### src/rtl/fft_bitrev_feeder_pkg.sv
// Shared definitions for the bit-reversing FFT input feeder: sample width
// macro, reader state encodings and the index bit-reversal helper.
`define FFT_SAMPLE_W(xw) ((xw) * 2)

package fft_bitrev_feeder_pkg;

  localparam int MAX_NLOG2 = 16;

  localparam logic [0:0] RD_IDLE = 1'b0;
  localparam logic [0:0] RD_READ = 1'b1;

  // Reverses the low nlog2 bits of idx; bits above nlog2 come back as zero.
  function automatic logic [MAX_NLOG2-1:0] bitrev(input logic [MAX_NLOG2-1:0] idx,
                                                  input int nlog2);
    logic [MAX_NLOG2-1:0] r;
    r = '0;
    for (int i = 0; i < MAX_NLOG2; i++) begin
      if (i < nlog2) r[i] = idx[nlog2-1-i];
    end
    return r;
  endfunction

endpackage

### src/rtl/fft_pingpong_ram.sv
// Two-bank sample buffer: one write port, one synchronous read port,
// addressed as {bank, index}.
module fft_pingpong_ram #(
  parameter int NLOG2 = 3,
  parameter int DW    = 32
) (
  input  logic           clk,
  input  logic           rst,
  input  logic           we_i,
  input  logic [NLOG2:0] waddr_i,
  input  logic [DW-1:0]  wdata_i,
  input  logic           re_i,
  input  logic [NLOG2:0] raddr_i,
  output logic [DW-1:0]  rdata_o
);

  logic [DW-1:0] mem_q [2**(NLOG2+1)];

  always_ff @(posedge clk) begin
    if (we_i) mem_q[waddr_i] <= wdata_i;
  end

  // The read register doubles as the block's output register, so only it is reset.
  always_ff @(posedge clk or posedge rst) begin
    if (rst) begin
      rdata_o <= '0;
    end else if (re_i) begin
      rdata_o <= mem_q[raddr_i];
    end
  end

endmodule

### src/rtl/fft_bitrev_feeder.sv
// Buffers natural-order frames into a ping-pong RAM and replays each complete
// frame in bit-reversed order as a contiguous burst for the dit core.
module fft_bitrev_feeder
  import fft_bitrev_feeder_pkg::*;
#(
  parameter int N      = 8,
  parameter int NLOG2  = 3,
  parameter int X_WDTH = 16
) (
  input  logic                              clk,
  input  logic                              rst,
  input  logic [`FFT_SAMPLE_W(X_WDTH)-1:0]  in_data,
  input  logic                              in_nd,
  input  logic                              in_first,
  output logic [`FFT_SAMPLE_W(X_WDTH)-1:0]  out_data,
  output logic                              out_nd,
  output logic                              error
);

  localparam logic [NLOG2-1:0] LAST_IDX = NLOG2'(N - 1);

  logic [NLOG2-1:0] wr_idx_q, wr_idx_d;
  logic             wr_bank_q, wr_bank_d;
  logic [1:0]       full_q, full_d;
  logic [1:0]       set_full, clr_full;
  logic             frame_err;
  logic [NLOG2-1:0] wr_addr_idx;

  logic [0:0]       state_q, state_d;
  logic             rd_bank_q, rd_bank_d;
  logic [NLOG2-1:0] rd_idx_q, rd_idx_d;
  logic             rd_en;
  logic             rd_bank_sel;
  logic [NLOG2-1:0] rd_idx_sel;
  logic [NLOG2-1:0] rd_addr_idx;

  logic             out_nd_q;
  logic             error_q;

  // A marker mid-frame restarts the same bank with the marked sample at index 0.
  always_comb begin
    wr_idx_d    = wr_idx_q;
    wr_bank_d   = wr_bank_q;
    set_full    = 2'b00;
    frame_err   = in_nd && in_first && (wr_idx_q != '0);
    wr_addr_idx = frame_err ? '0 : wr_idx_q;
    if (in_nd) begin
      if (frame_err) begin
        wr_idx_d = NLOG2'(1);
      end else if (wr_idx_q == LAST_IDX) begin
        set_full[wr_bank_q] = 1'b1;
        wr_bank_d           = ~wr_bank_q;
        wr_idx_d            = '0;
      end else begin
        wr_idx_d = wr_idx_q + 1'b1;
      end
    end
  end

  // IDLE issues index 0 in the same cycle it spots a full bank, which keeps
  // the output contiguous even when the next frame completes on the last read.
  always_comb begin
    state_d     = state_q;
    rd_bank_d   = rd_bank_q;
    rd_idx_d    = rd_idx_q;
    clr_full    = 2'b00;
    rd_en       = 1'b0;
    rd_bank_sel = rd_bank_q;
    rd_idx_sel  = rd_idx_q;
    case (state_q)
      RD_IDLE: begin
        if (full_q != 2'b00) begin
          rd_en       = 1'b1;
          rd_bank_sel = (&full_q) ? wr_bank_q : full_q[1];
          rd_idx_sel  = '0;
          rd_bank_d   = rd_bank_sel;
          rd_idx_d    = NLOG2'(1);
          state_d     = RD_READ;
        end
      end
      default: begin
        rd_en = 1'b1;
        if (rd_idx_q == LAST_IDX) begin
          clr_full[rd_bank_q] = 1'b1;
          rd_idx_d            = '0;
          if (full_q[~rd_bank_q]) begin
            rd_bank_d = ~rd_bank_q;
          end else begin
            state_d = RD_IDLE;
          end
        end else begin
          rd_idx_d = rd_idx_q + 1'b1;
        end
      end
    endcase
  end

  assign rd_addr_idx = NLOG2'(bitrev(MAX_NLOG2'(rd_idx_sel), NLOG2));
  assign full_d      = (full_q & ~clr_full) | set_full;

  always_ff @(posedge clk or posedge rst) begin
    if (rst) begin
      wr_idx_q  <= '0;
      wr_bank_q <= 1'b0;
      full_q    <= 2'b00;
      state_q   <= RD_IDLE;
      rd_bank_q <= 1'b0;
      rd_idx_q  <= '0;
      out_nd_q  <= 1'b0;
      error_q   <= 1'b0;
    end else begin
      wr_idx_q  <= wr_idx_d;
      wr_bank_q <= wr_bank_d;
      full_q    <= full_d;
      state_q   <= state_d;
      rd_bank_q <= rd_bank_d;
      rd_idx_q  <= rd_idx_d;
      out_nd_q  <= rd_en;
      error_q   <= frame_err;
    end
  end

  fft_pingpong_ram #(
    .NLOG2(NLOG2),
    .DW   (`FFT_SAMPLE_W(X_WDTH))
  ) u_ram (
    .clk    (clk),
    .rst    (rst),
    .we_i   (in_nd),
    .waddr_i({wr_bank_q, wr_addr_idx}),
    .wdata_i(in_data),
    .re_i   (rd_en),
    .raddr_i({rd_bank_sel, rd_addr_idx}),
    .rdata_o(out_data)
  );

  assign out_nd = out_nd_q;
  assign error  = error_q;

endmodule

### config.mk
export PLATFORM = sky130hd
export DESIGN_NAME = fft_bitrev_feeder
export DESIGN_NICKNAME = d
export VERILOG_FILES = /design/src/rtl/fft_bitrev_feeder_pkg.sv /design/src/rtl/fft_pingpong_ram.sv /design/src/rtl/fft_bitrev_feeder.sv
export SDC_FILE = /design/constraint.sdc
export NUM_CORES = 1
export LEC_CHECK = 0
export BUFFER_PORTS_ARGS = -buffer_cell sky130_fd_sc_hd__buf_2
export CORE_ASPECT_RATIO = 2
export CORE_MARGIN = 3
export CORE_UTILIZATION = 61
export DETAILED_ROUTE_END_ITERATION = 16
export PLACE_DENSITY = 0.78
export SLEW_MARGIN = 10
export SYNTH_ARGS = -nofsm -noshare
export SYNTH_HDL_FRONTEND = slang
export SYNTH_SLANG_ARGS = --single-unit
### constraint.sdc
create_clock -name clk -period 5.9 [get_ports clk]
set_input_delay 0.885 -clock clk [delete_from_list [all_inputs] [get_ports clk]]
set_output_delay 0.885 -clock clk [all_outputs]
set_load 0.005 [all_outputs]
==> impl_metrics.csv, run 1 <==
group,metric,value,unit
sta,finalCriticalPeriod,3.108,ns
floorplanning,die_x,141.0,µm
worst_setup_path,path_max_fanout,21,
worst_setup_path,crit_end,"u_ram.mem_q[9][8]",
worst_setup_path,timing.rr.start,"wr_idx_q[0]",
floorplanning,start_util,0.6190,
synth,synthDominantCellAreaShare,0.6914,
routing,wl_per_cell,30.44,µm
worst_setup_path,r2r_cells,7,
min_path,min_from,"u_ram.mem_q[0][22]",
clock_tree,cts_made_buffers,44,
sta,worst_slew_pin_slew,1.048,ns
clock_tree,cts_setup_buffers,0,
clock_tree,clk_pin_slew,0.07,ns
routing,drc,0,
power_and_ir_drop,leakagePower,8.052,nW
power_and_ir_drop,cellInternalPower,7.895,mW
power_and_ir_drop,switchingPower,3.862,mW
floorplanning,dieArea,0.03892,mm²
sta,fmax,321.8,MHz
sta,rsz0062_at_grt,"no",
min_path,hp-class,"reg2reg",
placement,globalplace.congestion,0.7760,
sta,skew,0.02014,ns
power_and_ir_drop,p_per_area,481.3,mW/mm²
clock_tree,cts_max_level,2,
routing,top_layer,"met4",
synth,netlist_top_cells_area,"edfxtp_1 (69%), mux4_2 (5.5%), dfrtp_1 (5.1%), a22oi_1 (2.2%), a221oi_2 (2.1%)",
routing,wl_met2,26950,µm
power_and_ir_drop,clockPowerShare,0.244,
clock_tree,clk_latency,0.56,ns
grt,grt_max_degree,104,
floorplanning,coreArea,0.03593,mm²
worst_setup_path,cp-end-kind,"flip-flop",
final_layout,most-common-layout-cells,"edfxtp_1 (512), buf_2 (69), a22oi_1 (64), mux4_2 (54), clkbuf_16 (45)",
clock_tree,ctsResizeCount,0,
placement,dp_hpwl,25960,µm
worst_setup_path,r2r-end,"u_ram.mem_q[9][8]",
grt,grt_overflow,0,
clock_tree,holdBufCountCts,0,
synth,yosysWarnings,0,
routing,first_pass_iters,5,
placement,dpl_cell_area,0.02305,mm²
final_layout,fin_nets,1236,
clock_tree,cts_sinks,557,
sta,finalSetupTns,0,ns
sta,setup_viol,0,
synth,ys_seq_area_frac,0.7420,
sta,slew_viol_final,0,
floorplanning,fp-row-count,98,
sta,min_period_over_period,0.5267,
power_and_ir_drop,ir_drop,0.0004895,V
placement,port_buffers,69,
routing,wl_met3,3466,µm
routing,vias,12079,
power_and_ir_drop,swShare,0.3285,
final_layout,layout-drive-gt1-share,0.2783,
routing,drtAntennaViolNets,0,
status,status,"finished clean",
worst_setup_path,required,6.11,ns
floorplanning,ios,70,
final_layout,final_common_cell,"edfxtp_1",
clock_tree,clk_path_buf_depth,3,
worst_setup_path,cp.arrival,3.32,ns
synth,synth_cell_type_count,42,
synth,netlist_area,0.02224,mm²
synth,synth-seq-cells,557,
synth,syn-instance-count,1137,
routing,via_per_inst,7.190,
sta,hold_viol_final,0,
synth,yosys.area.top_type,"edfxtp_1",
grt,grt_pass1_vias,12698,
final_layout,finalInstanceArea,0.02443,mm²
routing,first_iter_violations,1430,
clock_tree,cts_tree,"done",
power_and_ir_drop,p_comb_frac,0.314,
final_layout,area_growth,9.852,%
final_layout,stdcell_count,1680,
clock_tree,clockRootBuffer,"clkbuf_16",
synth,syn-num-nets,1178,
power_and_ir_drop,seqPwrFrac,0.441,
grt,grt_pass1_wl,77780,µm
worst_setup_path,crit_path_start,"wr_idx_q[0]",
grt,grt_usage,0.2649,
worst_setup_path,crit_path_start_kind,"flip-flop",
sta,timing.slew.headroom,0.2987,
floorplanning,fp.dieH,276.0,µm
routing,wirelength,51140,µm
routing,wl_met1,18510,µm
worst_setup_path,ff2ff_setup_slack,2.79,ns
job,cap_violations,0,
grt,antenna_found_initial,1,
synth,syn_area_per_cell,19.56,µm²
worst_setup_path,path_class,"reg2reg",
placement,dp_cells,1599,
## cell type report
type                            count  area, µm²
Fill cell                        2285      11500
Antenna cell                        1      2.502
Tap cell                          450      563.0
Clock inverter                     21      158.9
Multi-Input combinational cell    484       5340
Sequential cell                   557      16510
Clock buffer                       59       1219
Timing Repair Buffer              100      603.1
Inverter                            8      30.03
## sequential cells by signal, indices dropped and copies added (netlist names)
register / count
rd_bank_q: 1
wr_bank_q: 1
u_ram.rdata_o: 32
wr_idx_q: 3
out_nd: 1
u_ram.mem_q: 512
error: 1
rd_idx_q: 3
state_q: 1
full_q: 2
## logic make-up after synthesis
group | after synthesis | synth area share
flops | 557 | 0.7420
buf+inv | 96 | 0.02526
fa+ha+maj | 5 | 0.002813
xor+xnor | 1 | 0.0003939
simple gates | 71 | 0.01896
mux | 130 | 0.1050
compound gates | 277 | 0.1055
## cell usage after synthesis
cell / instances
o21bai_2: 1
nand2_1: 6
xnor2_1: 1
nor3_2: 1
o21ai_1: 1
a21o_1: 32
buf_6: 16
a21boi_0: 1
mux2_2: 33
nand3b_1: 32
mux4_2: 54
o22ai_1: 33
a221o_1: 32
inv_1: 8
a22oi_1: 64
a21oi_1: 1
a32o_1: 32
nor2_1: 17
o211ai_1: 2
mux2i_1: 2
nand3_1: 9
nand2b_1: 2
o21ai_4: 1
buf_8: 1
nor2b_1: 3
buf_2: 32
a22o_1: 2
dfrtp_1: 45
edfxtp_1: 512
nand4b_1: 1
buf_1: 1
ha_1: 5
a221oi_1: 1
clkbuf_1: 30
a221oi_2: 31
mux4_1: 10
a31oi_1: 1
mux2_4: 31
a21bo_2: 1
o21a_1: 2
o21ai_0: 39
buf_4: 8
## metrics by stage
stage | setup slack (ns) | hold WS [ns] | total power [mW] | util
floorplan | 2.679 | 0.5249 | 7.833 | -
global placement | 2.643 | 0.5374 | 8.829 | 0.6415
detailed placement | 2.488 | 0.5502 | 8.947 | 0.6415
CTS | 2.574 | 0.5658 | 11.80 | 0.6799
global route | 2.627 | 0.5808 | 12.23 | 0.6799
finish | 2.792 | 0.5625 | 11.76 | 0.6799
## how the worst min path moves through the flow
stage | cells past startpoint | slack [ns] | end
floorplan | 2 | 0.52 | u_ram.rdata_o[0]
global placement | 2 | 0.54 | u_ram.rdata_o[4]
detailed placement | 2 | 0.55 | u_ram.rdata_o[22]
CTS | 3 | 0.57 | u_ram.rdata_o[29]
global route | 2 | 0.58 | u_ram.rdata_o[27]
finish | 2 | 0.56 | u_ram.rdata_o[22]
## power groups by stage
stage / clock [mW] / sequential (mW) / combinational, mW
detailed placement: 0 / 5.27 / 3.68
floorplan: 0 / 4.99 / 2.84
CTS: 2.91 / 5.18 / 3.71
finish: 2.87 / 5.19 / 3.70
global route: 3.06 / 5.23 / 3.94
global placement: 0 / 5.24 / 3.59
## worst max-delay path, cell delays in order (launching register included)
cell	delay, ns
dfrtp_1	0.45
inv_1	0.13
ha_1	0.17
inv_1	0.04
o211ai_1	0.51
nand3_1	0.45
nor2_4	0.53
buf_4	0.46
## routing by layer
metal / vias to the layer above / track usage
li1: 4921 / -
met1: 6364 / 0.3401
met2: 659 / 0.4473
met3: 135 / 0.03375
met4: 0 / 0.1313
met5: - / 0
Note: power is estimated with default switching activity, not from simulation.
==> inputs of run 2 (changes only) <==
==> constraint.sdc (replaced) <==
create_clock -name clk -period 3.1 [get_ports clk]
set_input_delay 0.465 -clock clk [delete_from_list [all_inputs] [get_ports clk]]
set_output_delay 0.465 -clock clk [all_outputs]
set_load 0.005 [all_outputs]
==> impl_metrics.csv, run 2 (synthesis results as in run 1) <==
group,metric,value,unit
status,status,"finished clean",
sta,rsz0062_at_grt,"no",
final_layout,antennaDiodeCount,0,
final_layout,final_common_cell,"edfxtp_1",
worst_setup_path,path_class,"reg2reg",
routing,wirelength,50730,µm
power_and_ir_drop,p_comb_frac,0.312,
clock_tree,cts_made_buffers,45,
worst_setup_path,cp.arrival,2.94,ns
final_layout,stdcell_count,1712,
placement,dp_hpwl,29650,µm
routing,vias,11917,
clock_tree,cts_max_level,2,
grt,grt_pass1_vias,12820,
placement,port_buffers,69,
grt,grt_overflow,0,
clock_tree,cts_sinks,557,
sta,fin_hold_ws,0.2411,ns
placement,dp_cells,1627,
power_and_ir_drop,swShare,0.3161,
floorplanning,fp-row-count,98,
sta,min_period_over_period,0.8745,
grt,grt_max_degree,72,
final_layout,fill_cells,2130,
grt,antenna_found_initial,0,
job,cap_violations,0,
power_and_ir_drop,leakagePower,8.368,nW
power_and_ir_drop,cellInternalPower,16.07,mW
power_and_ir_drop,clockPowerShare,0.272,
final_layout,multi_input_area,0.005340,mm²
sta,finalSetupTns,0,ns
grt,grt_usage,0.2620,
sta,skew,0.02892,ns
sta,slew_viol_final,0,
clock_tree,ctsResizeCount,0,
final_layout,fin_nets,1266,
floorplanning,dieArea,0.03892,mm²
final_layout,layout-drive-gt1-share,0.2979,
worst_setup_path,required,3.33,ns
worst_setup_path,crit_path_start_kind,"flip-flop",
worst_setup_path,cp-end-kind,"flip-flop",
routing,first_iter_violations,1212,
grt,grt_pass1_wl,77270,µm
final_layout,top_regs,"u_ram.mem_q (512), u_ram.rdata_o (32)",
floorplanning,start_util,0.6190,
floorplanning,ios,70,
final_layout,utilization,0.6975,
clock_tree,clockRootBuffer,"clkbuf_16",
placement,globalplace.congestion,0.8161,
power_and_ir_drop,ir_drop,0.0005737,V
sta,timing.slew.headroom,0.3960,
sta,worst_slew_pin_slew,0.9060,ns
routing,drc,0,
sta,setup_viol,0,
routing,first_pass_iters,5,
power_and_ir_drop,switchingPower,7.426,mW
clock_tree,clk_latency,0.57,ns
final_layout,seqCellArea,0.01651,mm²
routing,via_per_inst,6.961,
power_and_ir_drop,seqPwrFrac,0.416,
sta,fmax,368.9,MHz
final_layout,area_growth,12.69,%
routing,wl_per_cell,29.63,µm
clock_tree,cts_tree,"done",
sta,finalCriticalPeriod,2.711,ns
floorplanning,fp.dieH,276.0,µm
min_path,hp-class,"in2reg",
final_layout,most-common-layout-cells,"edfxtp_1 (512), buf_2 (69), a22oi_1 (64), mux4_2 (54), buf_4 (48)",
worst_setup_path,path_max_fanout,18,
clock_tree,clk_pin_slew,0.07,ns
routing,drtAntennaViolNets,0,
final_layout,top_register,"u_ram.mem_q",
sta,hold_viol_final,0,
floorplanning,die_x,141.0,µm
power_and_ir_drop,total_power,23.49,mW
power_and_ir_drop,p_per_area,937.5,mW/mm²
clock_tree,clk_path_buf_depth,3,
floorplanning,coreArea,0.03593,mm²
final_layout,largest_reg_flops,512,
-- run 2: cell count changes in the layout (fill, tap and decap cells not counted), sizes merged --
| cell | before | now |
|---|---|---|
| bufinv | 2 | 11 |
| diode | 1 | 0 |
| clkinv | 17 | 12 |
| dlygate4sd3 | 0 | 1 |
| clkinvlp | 2 | 1 |
| buf | 100 | 128 |
| inv | 8 | 11 |
| clkbuf | 59 | 57 |
-- run 2: stage by stage --
step | setup slack (ns) | area [µm²]
after floorplan | -0.01335 | 22240
after global placement | 0.5061 | 23370
after detailed placement | 0.3949 | 23370
after CTS | 0.3762 | 25060
after global routing | 0.1518 | 25060
final | 0.3889 | 25060
-- run 2: worst max-delay path: stages (launching register included) --
cell	delay (ns)
dfrtp_1	0.43
inv_1	0.10
ha_1	0.20
inv_1	0.05
o211ai_1	0.19
a21boi_0	0.18
buf_4	0.18
nor2_4	0.61
buf_4	0.40
-- run 2: what timing repair did --
| item | in CTS | in global routing |
|---|---|---|
| hold buffers | 1 | 0 |
| hold endpoints to repair | 12 | 0 |
| setup buffers | 0 | 0 |
-- run 2: path summary, 6_finish.rpt --
path,from,to,slack [ns],depth (start not counted)
max,wr_idx_q[0],u_ram.mem_q[12][21],0.39,8
min in group asynchronous,rst,wr_idx_q[2],0.54,3
max reg2reg,wr_idx_q[0],u_ram.mem_q[12][21],0.39,8
min reg2reg,u_ram.mem_q[0][22],u_ram.rdata_o[22],0.56,2
max in group asynchronous,rst,u_ram.rdata_o[3],1.87,4
min,in_nd,wr_idx_q[2],0.24,2
-- run 2: per-layer routing --
layer	share of wire	track usage	wire length, µm
met1	0.35	0.3200	17900
met2	0.54	0.4622	27550
met3	0.058	0.03254	2967
met4	0.046	0.1234	2314
met5	0	0	0
-- run 2: power groups by stage --
| stage | registers, mW | clock network (mW) | logic (mW) |
|---|---|---|---|
| 2_1_floorplan | 9.51 | 0 | 5.40 |
| 3_3_place_gp | 9.88 | 0 | 7.09 |
| 3_5_place_dp | 9.92 | 0 | 7.26 |
| 4_1_cts | 9.76 | 6.47 | 7.35 |
| 5_1_grt | 9.84 | 6.75 | 7.83 |
| 6_report | 9.78 | 6.38 | 7.33 |
-- run 2: area by class of cell --
cell class | count | share of cell area
Clock inverter | 27 | 0.01693
Clock buffer | 57 | 0.05003
Inverter | 8 | 0.001198
Sequential cell | 557 | 0.6589
Multi-Input combinational cell | 484 | 0.2131
Timing Repair Buffer | 129 | 0.03735
Tap cell | 450 | 0.02247
